$ cat src/rtl/fetch_pkg.sv
// ============================================================================
// Module      : fetch_pkg
// Description : Shared types and constants for the instruction fetch block.
// Revision    : 1.0 - initial release
// ============================================================================
`default_nettype none

package fetch_pkg;

    localparam int PC_W    = 16;
    localparam int ADDR_W  = 10;
    localparam int INSTR_W = 16;

    localparam logic [INSTR_W-1:0] HALT_OPCODE = 16'h0000;

    typedef enum logic [1:0] {
        ST_IDLE  = 2'd0,
        ST_FETCH = 2'd1,
        ST_HOLD  = 2'd2,
        ST_HALT  = 2'd3
    } fetch_state_t;

endpackage : fetch_pkg

`default_nettype wire

$ cat src/rtl/fetch_ctrl_if.sv
// ============================================================================
// Module      : fetch_ctrl_if
// Description : Instruction-memory bus and instruction-delivery handshake.
// Revision    : 1.0 - initial release
// ============================================================================
`default_nettype none

interface fetch_ctrl_if;
    import fetch_pkg::*;

    logic                MemReq;
    logic [ADDR_W-1:0]   MemAddr;
    logic                MemAck;
    logic [INSTR_W-1:0]  MemData;

    logic                InstrValid;
    logic [INSTR_W-1:0]  Instr;
    logic [PC_W-1:0]     InstrPC;
    logic                InstrReady;

    modport master (
        output MemReq,
        output MemAddr,
        input  MemAck,
        input  MemData,
        output InstrValid,
        output Instr,
        output InstrPC,
        input  InstrReady
    );

    modport slave (
        input  MemReq,
        input  MemAddr,
        output MemAck,
        output MemData,
        input  InstrValid,
        input  Instr,
        input  InstrPC,
        output InstrReady
    );

endinterface : fetch_ctrl_if

`default_nettype wire

$ cat src/rtl/fetch_pc.sv
// ============================================================================
// Module      : fetch_pc
// Description : Program counter register with load (priority) and increment.
// Revision    : 1.0 - initial release
// ============================================================================
`default_nettype none

module fetch_pc
    import fetch_pkg::*;
(
    input  wire logic             Clk,
    input  wire logic             Reset,
    input  wire logic             load_en,
    input  wire logic [PC_W-1:0]  load_val,
    input  wire logic             inc_en,
    output logic      [PC_W-1:0]  pc
);

    logic [PC_W-1:0] r_pc;

    // Natural 16-bit overflow gives the FFFF -> 0000 wrap.
    always_ff @(posedge Clk or negedge Reset) begin
        if (!Reset) begin
            r_pc <= '0;
        end else if (load_en) begin
            r_pc <= load_val;
        end else if (inc_en) begin
            r_pc <= r_pc + PC_W'(1);
        end
    end

    assign pc = r_pc;

endmodule : fetch_pc

`default_nettype wire

$ cat src/rtl/fetch_ctrl.sv
// ============================================================================
// Module      : fetch_ctrl
// Description : Instruction fetch controller: memory request, hold/handshake,
//               branch redirect and halt-opcode detection.
// Revision    : 1.0 - initial release
// ============================================================================
`default_nettype none

module fetch_ctrl
    import fetch_pkg::*;
(
    input  wire logic             Clk,
    input  wire logic             Reset,
    input  wire logic [PC_W-1:0]  InitVal,
    input  wire logic             Start,
    input  wire logic             Stall,
    input  wire logic             BrTaken,
    input  wire logic [PC_W-1:0]  BrTarget,
    fetch_ctrl_if.master          bus,
    output logic                  Halted,
    output logic      [15:0]      FetchCount
);

    fetch_state_t         r_state;
    logic                 r_outstanding;
    logic                 r_redirect_pending;
    logic [ADDR_W-1:0]    r_req_addr;
    logic                 r_instr_valid;
    logic [INSTR_W-1:0]   r_instr;
    logic [PC_W-1:0]      r_instr_pc;
    logic                 r_halted;
    logic [15:0]          r_fetch_count;

    logic [PC_W-1:0]      w_pc;
    logic                 w_pc_load;
    logic [PC_W-1:0]      w_pc_load_val;
    logic                 w_pc_inc;
    logic                 w_mem_req;
    logic [ADDR_W-1:0]    w_mem_addr;
    logic                 w_ack;
    logic                 w_is_halt;

    // A request in flight pins MemReq high and freezes its address, even
    // while a redirect has already moved the PC elsewhere.
    assign w_mem_req  = (r_state == ST_FETCH) && (r_outstanding || !Stall);
    assign w_mem_addr = r_outstanding ? r_req_addr : w_pc[ADDR_W-1:0];
    assign w_ack      = w_mem_req && bus.MemAck;
    assign w_is_halt  = (bus.MemData == HALT_OPCODE);

    always_comb begin
        w_pc_load     = 1'b0;
        w_pc_load_val = InitVal;
        w_pc_inc      = 1'b0;
        case (r_state)
            ST_IDLE, ST_HALT: begin
                if (Start) begin
                    w_pc_load     = 1'b1;
                    w_pc_load_val = InitVal;
                end
            end
            ST_FETCH: begin
                if (BrTaken) begin
                    w_pc_load     = 1'b1;
                    w_pc_load_val = BrTarget;
                end else if (w_ack && !r_redirect_pending && !w_is_halt) begin
                    w_pc_inc = 1'b1;
                end
            end
            ST_HOLD: begin
                if (BrTaken) begin
                    w_pc_load     = 1'b1;
                    w_pc_load_val = BrTarget;
                end
            end
            default: ;
        endcase
    end

    fetch_pc u_fetch_pc (
        .Clk      (Clk),
        .Reset    (Reset),
        .load_en  (w_pc_load),
        .load_val (w_pc_load_val),
        .inc_en   (w_pc_inc),
        .pc       (w_pc)
    );

    always_ff @(posedge Clk or negedge Reset) begin
        if (!Reset) begin
            r_state            <= ST_IDLE;
            r_outstanding      <= 1'b0;
            r_redirect_pending <= 1'b0;
            r_req_addr         <= '0;
            r_instr_valid      <= 1'b0;
            r_instr            <= '0;
            r_instr_pc         <= '0;
            r_halted           <= 1'b0;
            r_fetch_count      <= '0;
        end else begin
            case (r_state)
                ST_IDLE, ST_HALT: begin
                    if (Start) begin
                        r_state            <= ST_FETCH;
                        r_fetch_count      <= '0;
                        r_halted           <= 1'b0;
                        r_outstanding      <= 1'b0;
                        r_redirect_pending <= 1'b0;
                    end
                end

                ST_FETCH: begin
                    if (BrTaken) begin
                        // Redirect wins; a word still owed by memory is tagged stale.
                        if (w_mem_req && !bus.MemAck) begin
                            r_outstanding      <= 1'b1;
                            r_req_addr         <= w_mem_addr;
                            r_redirect_pending <= 1'b1;
                        end else if (w_ack) begin
                            r_outstanding      <= 1'b0;
                            r_redirect_pending <= 1'b0;
                        end
                    end else if (w_ack) begin
                        r_outstanding <= 1'b0;
                        if (r_redirect_pending) begin
                            r_redirect_pending <= 1'b0;
                        end else if (w_is_halt) begin
                            r_state  <= ST_HALT;
                            r_halted <= 1'b1;
                        end else begin
                            r_instr       <= bus.MemData;
                            r_instr_pc    <= w_pc;
                            r_instr_valid <= 1'b1;
                            r_state       <= ST_HOLD;
                        end
                    end else if (w_mem_req) begin
                        r_outstanding <= 1'b1;
                        r_req_addr    <= w_mem_addr;
                    end
                end

                ST_HOLD: begin
                    if (BrTaken) begin
                        r_instr_valid <= 1'b0;
                        r_state       <= ST_FETCH;
                    end else if (bus.InstrReady) begin
                        r_instr_valid <= 1'b0;
                        r_fetch_count <= r_fetch_count + 16'd1;
                        r_state       <= ST_FETCH;
                    end
                end

                default: r_state <= ST_IDLE;
            endcase
        end
    end

    assign bus.MemReq     = w_mem_req;
    assign bus.MemAddr    = w_mem_addr;
    assign bus.InstrValid = r_instr_valid;
    assign bus.Instr      = r_instr;
    assign bus.InstrPC    = r_instr_pc;
    assign Halted         = r_halted;
    assign FetchCount     = r_fetch_count;

endmodule : fetch_ctrl

`default_nettype wire
$ cat src/flat_wrapper.sv
// flat-port wrapper written by rule: the top's interface ports become plain ports
module fetch_ctrl_flat import fetch_pkg::*;
  (Clk, Reset, InitVal, Start, Stall, BrTaken, BrTarget, Halted, FetchCount, bus_MemReq, bus_MemAddr, bus_MemAck, bus_MemData, bus_InstrValid, bus_Instr, bus_InstrPC, bus_InstrReady);
  fetch_ctrl_if bus_i ();
  input  wire logic Clk;
  input  wire logic Reset;
  input  wire logic [PC_W-1:0] InitVal;
  input  wire logic Start;
  input  wire logic Stall;
  input  wire logic BrTaken;
  input  wire logic [PC_W-1:0] BrTarget;
  output logic Halted;
  output logic      [15:0] FetchCount;
  output wire logic [$bits(bus_i.MemReq)-1:0] bus_MemReq;
  output wire logic [$bits(bus_i.MemAddr)-1:0] bus_MemAddr;
  input wire logic [$bits(bus_i.MemAck)-1:0] bus_MemAck;
  input wire logic [$bits(bus_i.MemData)-1:0] bus_MemData;
  output wire logic [$bits(bus_i.InstrValid)-1:0] bus_InstrValid;
  output wire logic [$bits(bus_i.Instr)-1:0] bus_Instr;
  output wire logic [$bits(bus_i.InstrPC)-1:0] bus_InstrPC;
  input wire logic [$bits(bus_i.InstrReady)-1:0] bus_InstrReady;
  assign bus_MemReq = bus_i.MemReq;
  assign bus_MemAddr = bus_i.MemAddr;
  assign bus_i.MemAck = bus_MemAck;
  assign bus_i.MemData = bus_MemData;
  assign bus_InstrValid = bus_i.InstrValid;
  assign bus_Instr = bus_i.Instr;
  assign bus_InstrPC = bus_i.InstrPC;
  assign bus_i.InstrReady = bus_InstrReady;
  fetch_ctrl u_core (.Clk(Clk), .Reset(Reset), .InitVal(InitVal), .Start(Start), .Stall(Stall), .BrTaken(BrTaken), .BrTarget(BrTarget), .bus(bus_i), .Halted(Halted), .FetchCount(FetchCount));
endmodule
$ cat config.mk
export PLATFORM = sky130hd
export DESIGN_NAME = fetch_ctrl_flat
export DESIGN_NICKNAME = d
export VERILOG_FILES = /design/src/rtl/fetch_pkg.sv /design/src/rtl/fetch_ctrl_if.sv /design/src/rtl/fetch_pc.sv /design/src/rtl/fetch_ctrl.sv /design/src/flat_wrapper.sv
export SDC_FILE = /design/constraint.sdc
export NUM_CORES = 1
export LEC_CHECK = 0
export ABC_AREA = 1
export ABC_CLOCK_PERIOD_IN_PS = 3000
export BUFFER_PORTS_ARGS = -buffer_cell sky130_fd_sc_hd__buf_4
export CAP_MARGIN = 20
export CORE_ASPECT_RATIO = 2
export CORE_MARGIN = 2
export CORE_UTILIZATION = 55
export DETAILED_ROUTE_END_ITERATION = 10
export PLACE_DENSITY_LB_ADDON = 0.2
export SYNTH_ARGS = -nofsm -noshare
export SYNTH_HDL_FRONTEND = slang
export SYNTH_SLANG_ARGS = --single-unit
$ cat constraint.sdc
create_clock -name Clk -period 3 [get_ports Clk]
set_input_delay 0.15 -clock Clk [delete_from_list [all_inputs] [get_ports Clk]]
set_output_delay 0.15 -clock Clk [all_outputs]
set_load 0.02 [all_outputs]
==> After elaboration in Yosys (flattened, before gate mapping) <==
Cells that the tools add are included.
{ "op_classes": {"add_sub_neg": 2, "eq_ne": 16, "muxes": 50, "bitwise": 3, "n_reduce_logical": 27} }
{ "ops": {"columns": ["cell", "count"], "rows": [
  ["16-bit two-way mux", 6],
  ["16-bit case mux with 2 select lines", 2],
  ["10-bit two-way mux", 5],
  ["16-bit by 1-bit adder with 16-bit output (second input constant)", 2],
  ["1-bit two-way mux", 25],
  ["16-bit logical NOT", 1],
  ["2-bit != test (second input constant)", 7],
  ["2-bit two-way mux", 6],
  ["4-bit AND reduction", 3],
  ["6-bit AND reduction", 2],
  ["1-bit case mux with 2 select lines", 5],
  ["5-bit AND reduction", 2],
  ["2-bit nonzero test", 5],
  ["2-bit by 1-bit != test with 1-bit output (second input constant)", 3],
  ["2-bit case mux with 3 select lines", 1],
  ["1-bit logical AND", 5],
  ["2-bit equality test (second input constant)", 2],
  ["1-bit logical NOT", 4],
  ["4-bit by 2-bit != test with 1-bit output (second input constant)", 1],
  ["4-bit by 3-bit != test with 1-bit output (second input constant)", 1],
  ["2-bit OR reduction", 2],
  ["3-bit != test (second input constant)", 1],
  ["1-bit NOT", 3],
  ["2-bit by 1-bit equality test with 1-bit output (second input constant)", 1],
  ["other kinds (3)", 3]
]} }
{ "totals": {"regBits": 80, "out_inout_bits": 61} }

==> Longest topological paths before layout <==
Gate-level depths: netlist of the first run.
{ "depth": {"depth_word": 11, "mapped_depth": 13, "ltp_nobuf": 12} }

==> Cells and area by module <==
Synthesis of the first run repeated with hierarchy kept, for this count alone.
{ "unflattened": {"hier_cells": 556, "area_unflattened_um2": 4320.4} }
{ "modules_own_cells": {"columns": ["mod", "instances", "cells_per_inst", "area_each_um2"], "rows": [
  ["fetch_ctrl", 1, 415, 3285.7],
  ["fetch_pc", 1, 141, 1034.7]
]} }

==> Worst setup path before layout of the first run <==
OpenSTA, ideal clock, no wires.
{ "synth_path": {"kind": "register -> register", "from": "register u_core.r_state[0]", "to": "register u_core.u_fetch_pc.r_pc[4], in the netlist u_core.u_fetch_pc.pc[4]", "setup_ns": 0.120, "t_arrival_ns": 1.430, "required_ns": 2.880, "slack_ns": 1.451, "path_stages_with_launch": 11, "n_path_buf": 2, "path_cell_list": "dfrtp_1 inv_1 ha_1 nand2_1 nand2_2 inv_2 buf_6 nand2_4 buf_6 nand2_1 o21ai_2"} }
{ "synth_between": {"elab_chain_len": 9} }
{ "synth_rtl": {"columns": ["element", "line_no", "rtl"], "rows": [
  ["start: declaration", "fetch_ctrl.sv:24", "fetch_state_t r_state;"],
  ["start signal: assignment", "fetch_ctrl.sv:90", "r_state <= ST_IDLE;"],
  ["start signal: assignment", "fetch_ctrl.sv:103", "r_state <= ST_FETCH;"],
  ["start signal: assignment", "fetch_ctrl.sv:127", "r_state <= ST_HALT;"],
  ["2-bit by 1-bit equality test with 1-bit output", "fetch_ctrl.sv:45, fetch_ctrl.sv:54", null],
  ["1-bit logical AND", "fetch_ctrl.sv:45", "assign w_mem_req = (r_state == ST_FETCH) && (r_outstanding || !Stall);"],
  ["1-bit logical AND", "fetch_ctrl.sv:47", "assign w_ack = w_mem_req && bus.MemAck;"],
  ["1-bit logical AND (2 in a row)", "fetch_ctrl.sv:65", "end else if (w_ack && !r_redirect_pending && !w_is_halt) begin"],
  ["1-bit two-way mux", "fetch_ctrl.sv:65", null],
  ["1-bit two-way mux", "fetch_ctrl.sv:62", "if (BrTaken) begin"],
  ["1-bit two-way mux", "fetch_ctrl.sv:54", "case (r_state)"],
  ["2-bit nonzero test (no line)", null, null],
  ["end signal: assignment", "fetch_pc.sv:26", "r_pc <= load_val;"],
  ["end signal: assignment", "fetch_pc.sv:28", "r_pc <= r_pc + PC_W'(1);"],
  ["end: declaration", "fetch_pc.sv:19", "logic [PC_W-1:0] r_pc;"]
]} }
Several ways; a longest one is shown, not always the timed one.
A chain may end at the register's enable or synchronous reset.

==> Worst setup path in the final report of the first run <==
{ "layout_path": {"from": "register u_core.r_outstanding", "to": "register u_core.u_fetch_pc.r_pc[10], in the netlist u_core.u_fetch_pc.pc[10]"} }
{ "layout_between": {"elab_chain_len": 9} }
{ "layout_rtl": {"columns": ["element", "line_no", "rtl"], "rows": [
  ["start: declaration", "fetch_ctrl.sv:25", "logic r_outstanding;"],
  ["start signal: assignment", "fetch_ctrl.sv:91", "r_outstanding <= 1'b0;"],
  ["start signal: assignment", "fetch_ctrl.sv:106", "r_outstanding <= 1'b0;"],
  ["start signal: assignment", "fetch_ctrl.sv:115", "r_outstanding <= 1'b1;"],
  ["1-bit logical OR", "fetch_ctrl.sv:45", null],
  ["1-bit logical AND", "fetch_ctrl.sv:45", null],
  ["1-bit logical AND", "fetch_ctrl.sv:47", null],
  ["1-bit logical AND (2 in a row)", "fetch_ctrl.sv:65", null],
  ["1-bit two-way mux", "fetch_ctrl.sv:65", null],
  ["1-bit two-way mux", "fetch_ctrl.sv:62", null],
  ["1-bit two-way mux", "fetch_ctrl.sv:54", null],
  ["2-bit nonzero test (no line)", null, null]
]} }
No other way between the ends.

==> results of run 1 <==
worst paths after layout:
check	end	start	slack, ps
setup / recovery	u_core.u_fetch_pc.pc[10]	u_core.r_outstanding	690
hold / removal	u_core.bus.Instr[0]	bus_MemData[0]	20
setup reg to reg	u_core.u_fetch_pc.pc[10]	u_core.r_outstanding	690
hold reg to reg	u_core.r_req_addr[4]	u_core.r_req_addr[4]	470
max in group asynchronous	u_core.FetchCount[14]	Reset	2240
min in group asynchronous	u_core.FetchCount[2]	Reset	170
cell type report:
cell class,count,area (um^2),share of cell area
clock inverters,1,5.00,0.000895
repair buffers,118,908,0.162
multi-input cells,457,2070,0.369
well taps,96,120,0.0215
clock buffers,12,256,0.0459
flip-flops and latches,80,2000,0.358
inverters,62,235,0.0421
synthesized netlist by cell type, types with 5 or more instances:
master / instances / area share
nand2_2: 5 / 0.0070
o21ai_0: 53 / 0.060
nor2_2: 8 / 0.011
nand2_1: 225 / 0.19
buf_6: 6 / 0.015
buf_2: 7 / 0.0079
inv_2: 6 / 0.0051
nand4_1: 17 / 0.024
o22ai_1: 5 / 0.0070
nor3_1: 6 / 0.0068
inv_1: 55 / 0.046
a21oi_1: 9 / 0.010
dfrtp_1: 80 / 0.45
nor2_1: 69 / 0.058
o21ai_1: 13 / 0.015
nand3_1: 27 / 0.030
registers in the layout, summed over array words and instances, names as in the netlist, 2 cells and up:
signal	count
u_core.FetchCount	16
u_core.bus.InstrPC	16
u_core.bus.Instr	16
u_core.u_fetch_pc.pc	16
u_core.r_req_addr	10
u_core.r_state	2
cell families after synthesis:
group,after synthesis,share of synthesized area
xor gates and xnor gates,1,0.00197
DFF,80,0.450
adders and majority gates,4,0.0113
and+or+nand+nor,362,0.340
buffers and inverters,82,0.0847
AOI/OAI and AO/OA,90,0.111
metrics by stage:
| stage | cells | worst slack [ps] | hold WS [ps] | power (mW) |
|---|---|---|---|---|
| detailed placement | 811 | 773 | 360 | 4.41 |
| CTS | 824 | 751 | 11.2 | 5.43 |
| floorplan | 619 | 1450 | -146 | 3.58 |
| global placement | 811 | 892 | 356 | 4.32 |
| finish | 826 | 690 | 18.6 | 5.44 |
| global route | 826 | 556 | 27.7 | 5.80 |
where the power goes:
| part | total [mW] | internal, mW | leakage (nW) | switching (mW) |
|---|---|---|---|---|
| clock network | 0.989 | 0.590 | 0.130 | 0.399 |
| registers | 1.77 | 1.46 | 1.04 | 0.309 |
| logic | 2.68 | 0.916 | 1.77 | 1.77 |
placed cells by master, fill, tap and decap left out:
master	n
nand2_2	5
nor3_1	6
o21ai_4	1
a31oi_1	1
nor2_1	69
inv_1	55
o21ai_0	53
o22ai_1	5
o21ai_2	4
nor3_2	1
clkbuf_16	9
nand2_1	225
clkbuf_8	2
dlygate4sd3_1	1
nor2_4	2
o21ai_1	13
clkinv_2	1
a21oi_1	9
inv_4	1
nand2_4	2
nand3_1	27
nand4_1	17
buf_4	116
o21bai_1	1
o31ai_1	2
nor2_2	8
dfrtp_1	80
clkbuf_1	1
buf_16	1
o41ai_1	1
xor2_1	1
ha_1	4
inv_2	6
critical path, stage by stage, from the launching register on:
cell	delay (ps)
dfrtp_1	720
inv_1	130
nand2_1	120
nand4_1	100
nor2_2	150
nand2_4	320
nand2_4	350
inv_1	150
nand2_1	90
nand2_1	50
routing by layer:
layer	global-route usage	vias to the layer above	part of all wire
li1	-	2178	-
met1	0.305	2110	0.35
met2	0.523	166	0.56
met3	0.0565	43	0.050
met4	0.164	0	0.046
met5	0	-	0
==> metrics.md, run 1 <==
| Metric | Value |
|---|---|
| Syn Inst Count | 619 |
| Path depth of the worst reg2reg path | 9 |
| Placed cell area | 5290 um^2 |
| Row cnt | 46 |
| Req. time, crit path | 3220 ps |
| Fin nets | 787 |
| Count of cell types in the netlist | 31 |
| Via Count | 4497 |
| Core area | 7890 um^2 |
| Residual DRC count | 0 |
| Post-DP HPWL | 9120 um |
| Post-CTS Setup Inserts | 0 |
| Max Cap Violations | 0 |
| WHS Path Cells | 3 |
| GR Util All Layers | 0.295 |
| Period utilization | 0.770 |
| Critical-path maximum fanout | 53 |
| Yosys reg bits | 80 |
| Post-route ant nets | 0 |
| Layout Skew | 6.81 ps |
| Pleak | 2.93 nW |
| Routability cong. | 0.924 |
| # resized after CTS | 0 |
| Final hold viol count | 0 |
| Die Ht | 131 um |
| Critical Path AT | 2530 ps |
| Min Tclk post-route | 2310 ps |
| Slew @ Worst Pin | 594 ps |
| Fin util | 0.709 |
| Async SR Flop Fraction | 1.00 |
| Largest net degree at the start of global routing | 81 |
| Clock buffer count from CTS | 9 |
| Syn Area/Cell | 7.18 um^2 |
| Synth Warn # | 0 |
| CP startpoint kind | flop |
| Setup TNS | 0 ps |
| Num ports | 116 |
| CTS root buf | clkbuf_16 |
| Area grow syn2layout | 25.8% |
| Max Fclk | 0.433 GHz |
| First-pass GRT wire length | 20000 um |
| CTS hold repair buffers | 0 |
| CTS tree | built |
| RSZ-0062 raised after global routing | false |
| Synth Flop Type | dfrtp_1 |
| Rel. slew slack | 0.604 |
| DR vias/cell | 5.44 |
| Final Max Tran Viols | 0 |
| Outcome | completed |
| Hold/Removal Path Class | in -> reg |
| Iteration-0 DRC Markers | 311 |
| Pwr dens | 973 nW/um^2 |
| Die ar. | 8860 um^2 |
| Router iterations before antenna repair | 6 |
| Peak supply drop | 866 uV |
| H-tree lvl count | 3 |
| EDFF count, synth | 0 |
| GRT overflow | 0 |
| Clock sinks | 80 |
| Die width | 67.6 um |
| Final setup viols | 0 |
| Post-Syn Nets | 678 |
| Fillers | 642 |
| Initial antenna violation count | 0 |
| Vias in the first global route | 4449 |
| CTS max path bufs | 2 |
| Cell area after synthesis | 4440 um^2 |
| Clk Latency, worst-skew pair | 340 ps |
| Layout cells sized above 1 | 0.218 |
| Initial core utilization | 0.564 |
| Sequential-to-total area share from yosys stat | 0.450 |
| CTS clk-pin slew, worst paths | 60 ps |
| Routed WL per cell | 15.0 um |
| Crit. End Element | flop |
| Finished Cell Area | 5590 um^2 |
| Final WL | 12400 um |
| Port bufs | 115 |
| Diodes inserted | 0 |
| WS Path Type | reg -> reg |
No activity file was read; power rests on OpenSTA's default activity.
==> inputs of run 2 (changes only) <==
--- a/config.mk
+++ b/config.mk
@@ -5,13 +5,13 @@
 export SDC_FILE = /design/constraint.sdc
 export NUM_CORES = 1
 export LEC_CHECK = 0
-export ABC_AREA = 1
-export ABC_CLOCK_PERIOD_IN_PS = 3000
+export ABC_AREA = 0
+export ABC_CLOCK_PERIOD_IN_PS = 2000
 export BUFFER_PORTS_ARGS = -buffer_cell sky130_fd_sc_hd__buf_4
 export CAP_MARGIN = 20
 export CORE_ASPECT_RATIO = 2
 export CORE_MARGIN = 2
-export CORE_UTILIZATION = 55
+export CORE_UTILIZATION = 47
 export DETAILED_ROUTE_END_ITERATION = 10
 export PLACE_DENSITY_LB_ADDON = 0.2
 export SYNTH_ARGS = -nofsm -noshare
==> constraint.sdc (replaced) <==
create_clock -name Clk -period 2 [get_ports Clk]
set_input_delay 0.1 -clock Clk [delete_from_list [all_inputs] [get_ports Clk]]
set_output_delay 0.1 -clock Clk [all_outputs]
set_load 0.02 [all_outputs]
==> run 2 against run 1 <==
  * Total power increased by 51%
  * Clock skew decreased by 0.56 ps
  * Routed wire length decreased by 8.3%
  * Worst hold slack got worse by 5.4 ps
  * Via count shrank 15%
  * Final cell count shrank 16%
  * Core utilization shrank 3.9 points
  * Die area up 7.1%
  * Sequential share of layout area decreased by 0.78 points
  * Combinational power increased by 46%
  * Synthesized area decreased by 8.2%
  * Register-to-register slack got worse by 560 ps
  * Critical endpoint is now u_core.u_fetch_pc.pc[1]
  * Largest power group unchanged
==> metrics.md, run 2 <==
| Metric | Value |
|---|---|
| CTS tree | built |
| Final WS setup | 80.0 ps |
| Sequential-to-total area share from yosys stat | 0.491 |
| Critical-path maximum fanout | 22 |
| Most frequent cells in the layout | buf_4, nand2_1, dfrtp_1 |
| Req. time, crit path | 2210 ps |
| Cell area after synthesis | 4080 um^2 |
| EDFF count, synth | 0 |
| Post-Syn Nets | 497 |
| Port bufs | 115 |
| First-pass GRT wire length | 18300 um |
| Peak supply drop | 722 uV |
| Die ar. | 9490 um^2 |
| CP bufs+invs | 3 |
| Layout Skew | 6.25 ps |
| Async SR Flop Fraction | 1.00 |
| Count of cell types in the netlist | 55 |
| WP depth | 8 |
| Clock Power Share | 0.208 |
| Initial core utilization | 0.478 |
| Setup slack at placement | 56.2 ps |
| Synth area leader | dfrtp_1 |
| Hold/Removal Path Class | in -> reg |
| Residual DRC count | 0 |
| CP startpoint kind | input port |
| Clock buffer count from CTS | 9 |
| Top-area cell type share of the netlist area | 0.491 |
| Min Tclk post-route | 1920 ps |
| H-tree lvl count | 3 |
| Max Cap Violations | 0 |
| Total power | 8.21 mW |
| Syn Inst Count | 438 |
| Iteration-0 DRC Markers | 238 |
| Crit. End Element | flop |
| WHS Path Cells | 3 |
| Fin nets | 646 |
| Slew @ Worst Pin | 555 ps |
| Final WL | 11400 um |
| Inst Count DP | 658 |
| Most common cell type on the critical path | buf_4 |
| Critical Path Max Stage Delay | 540 ps |
| Synth Flop Type | dfrtp_1 |
| GRT overflow | 0 |
| Die width | 69.9 um |
| Routability cong. | 0.863 |
| Post-route ant nets | 0 |
| Post-DP HPWL | 8370 um |
| Path depth of the worst reg2reg path | 7 |
| Row cnt | 48 |
| Slowest CP cell | dlygate4sd3_1 |
| Crit-path leading delay family | simple AND/OR/NAND/NOR gates |
| Diodes inserted | 0 |
| CTS max path bufs | 2 |
| Combinational fraction of design power | 0.475 |
| Critical Path AT | 2130 ps |
| Rel. slew slack | 0.629 |
| Most frequent cell after synthesis | nand2_1 |
| Layout cells sized above 1 | 0.309 |
| Sw Share | 0.401 |
| Outcome | completed |
| Switching power | 3.29 mW |
| Routed WL per cell | 16.4 um |
| Area grow syn2layout | 40.1% |
| Final hold viol count | 0 |
| Pleak | 2.76 nW |
| WS Path Type | in -> reg |
| Syn Area/Cell | 9.32 um^2 |
| Final setup viols | 0 |
| Post-Layout Cell Count | 692 |
| Clk Latency, worst-skew pair | 340 ps |
| Num ports | 116 |
| Synth Warn # | 0 |
| Via Count | 3812 |
| CP cell instances | dlygate4sd3_1 > buf_4 > nor4_1 > and4_2 > nor2_4 > buf_4 > nand2_1 > a31oi_1 |
| Router iterations before antenna repair | 4 |
| Setup TNS | 0 ps |
| Yosys reg bits | 80 |
| Internal power | 4.92 mW |
| CTS clk-pin slew, worst paths | 60 ps |
| Seq pwr share | 0.317 |
| Die Ht | 136 um |
| Clock sinks | 80 |
| Period utilization | 0.960 |
| GR Util All Layers | 0.245 |
| Top cells by area, synth | dfrtp_1, nand2_1, mux2_1 |
| Top cells by count, synth | nand2_1, dfrtp_1, a21oi_1 |
| Final Max Tran Viols | 0 |
| CTS root buf | clkbuf_16 |
| Largest net degree at the start of global routing | 42 |
| Vias in the first global route | 3844 |
| Max Fclk | 0.521 GHz |
| Initial antenna violation count | 0 |
| DR vias/cell | 5.51 |
| Commonest non-fill, non-tap cell in the layout | buf_4 |
| Pwr dens | 1440 nW/um^2 |
| Core area | 8530 um^2 |
==> run 2: cell types whose count changed after synthesis, moves of 12 or more <==
cell and change:
nand2_1 -113, inv_1 -46, nor2_1 -46, o21ai_0 -34, a21oi_1 +17, nand3_1 -14
mux2_1 +13, a22oi_1 +12
==> run 2: cell families after synthesis <==
logic type | after synthesis | share of synthesized area
AO/OA/AOI/OAI | 87 | 0.137
buffers and inverters | 31 | 0.0377
flip-flops | 80 | 0.491
adder cells (fa/ha/maj) | 4 | 0.0123
multiplexers | 21 | 0.0577
AND/OR/NAND/NOR | 202 | 0.237
XOR/XNOR | 13 | 0.0279
==> run 2: final timing paths <==
| path | from | endpoint | slack (ps) |
|---|---|---|---|
| max reg2reg | u_core.r_state[0] | u_core.FetchCount[14] | 130 |
| max | bus_MemData[10] | u_core.u_fetch_pc.pc[1] | 80 |
| min reg2reg | u_core.bus.Instr[8] | u_core.bus.Instr[8] | 470 |
| max in group asynchronous | Reset | u_core.bus.InstrValid | 1110 |
| min | InitVal[0] | u_core.u_fetch_pc.pc[0] | 10 |
| min in group asynchronous | Reset | u_core.bus.InstrPC[6] | 280 |
==> run 2: what timing repair did <==
item,CTS,global route
hold buffers,18,0
buffers inserted,0,0
gates resized for setup,0,10
hold endpoints to repair,56,0
endpoints found under the setup margin,0,12
==> run 2: routing by layer <==
metal / up-vias / track usage / routed length, um
met5: - / 0 / 0
met4: 0 / 0.0994 / 279
met3: 21 / 0.0491 / 447
met2: 117 / 0.454 / 6300
met1: 1848 / 0.268 / 4340
li1: 1826 / - / -
==> run 2: worst reg2reg max path: stages, from the launching register on <==
cell and delay (ps):
dfrtp_1 380, inv_1 60, ha_2 370, and2b_2 210, o2111ai_4 190, nor4_4 340, xnor2_1 150, nor2_1 50
==> run 2: power groups by stage <==
| stage | Combinational [mW] | Clock, mW | Sequential (mW) |
|---|---|---|---|
| 2_1_floorplan | 1.88 | 0 | 2.94 |
| 5_1_grt | 4.24 | 1.79 | 2.67 |
| 6_report | 3.90 | 1.71 | 2.60 |
| 3_3_place_gp | 3.73 | 0 | 2.58 |
| 3_5_place_dp | 3.82 | 0 | 2.61 |
| 4_1_cts | 3.86 | 1.73 | 2.59 |
==> run 2: cell type report <==
cell class	count	area, um^2
Sequential cell	80	2000
Clock buffer	12	256
Inverter	10	37.5
Fill cell	698	2810
Tap cell	100	125
Timing Repair Buffer	159	1260
Clock inverter	4	51.3
Multi-Input combinational cell	327	1980
==> run 2: metrics by stage <==
stage | hold slack, ps | cell area, um^2 | utilization
after floorplan | -196 | 4080 | -
after global placement | 114 | 5170 | 0.607
after detailed placement | 114 | 5170 | 0.607
after CTS | 5.04 | 5660 | 0.664
after global routing | 17.8 | 5720 | 0.670
final | 13.2 | 5720 | 0.670
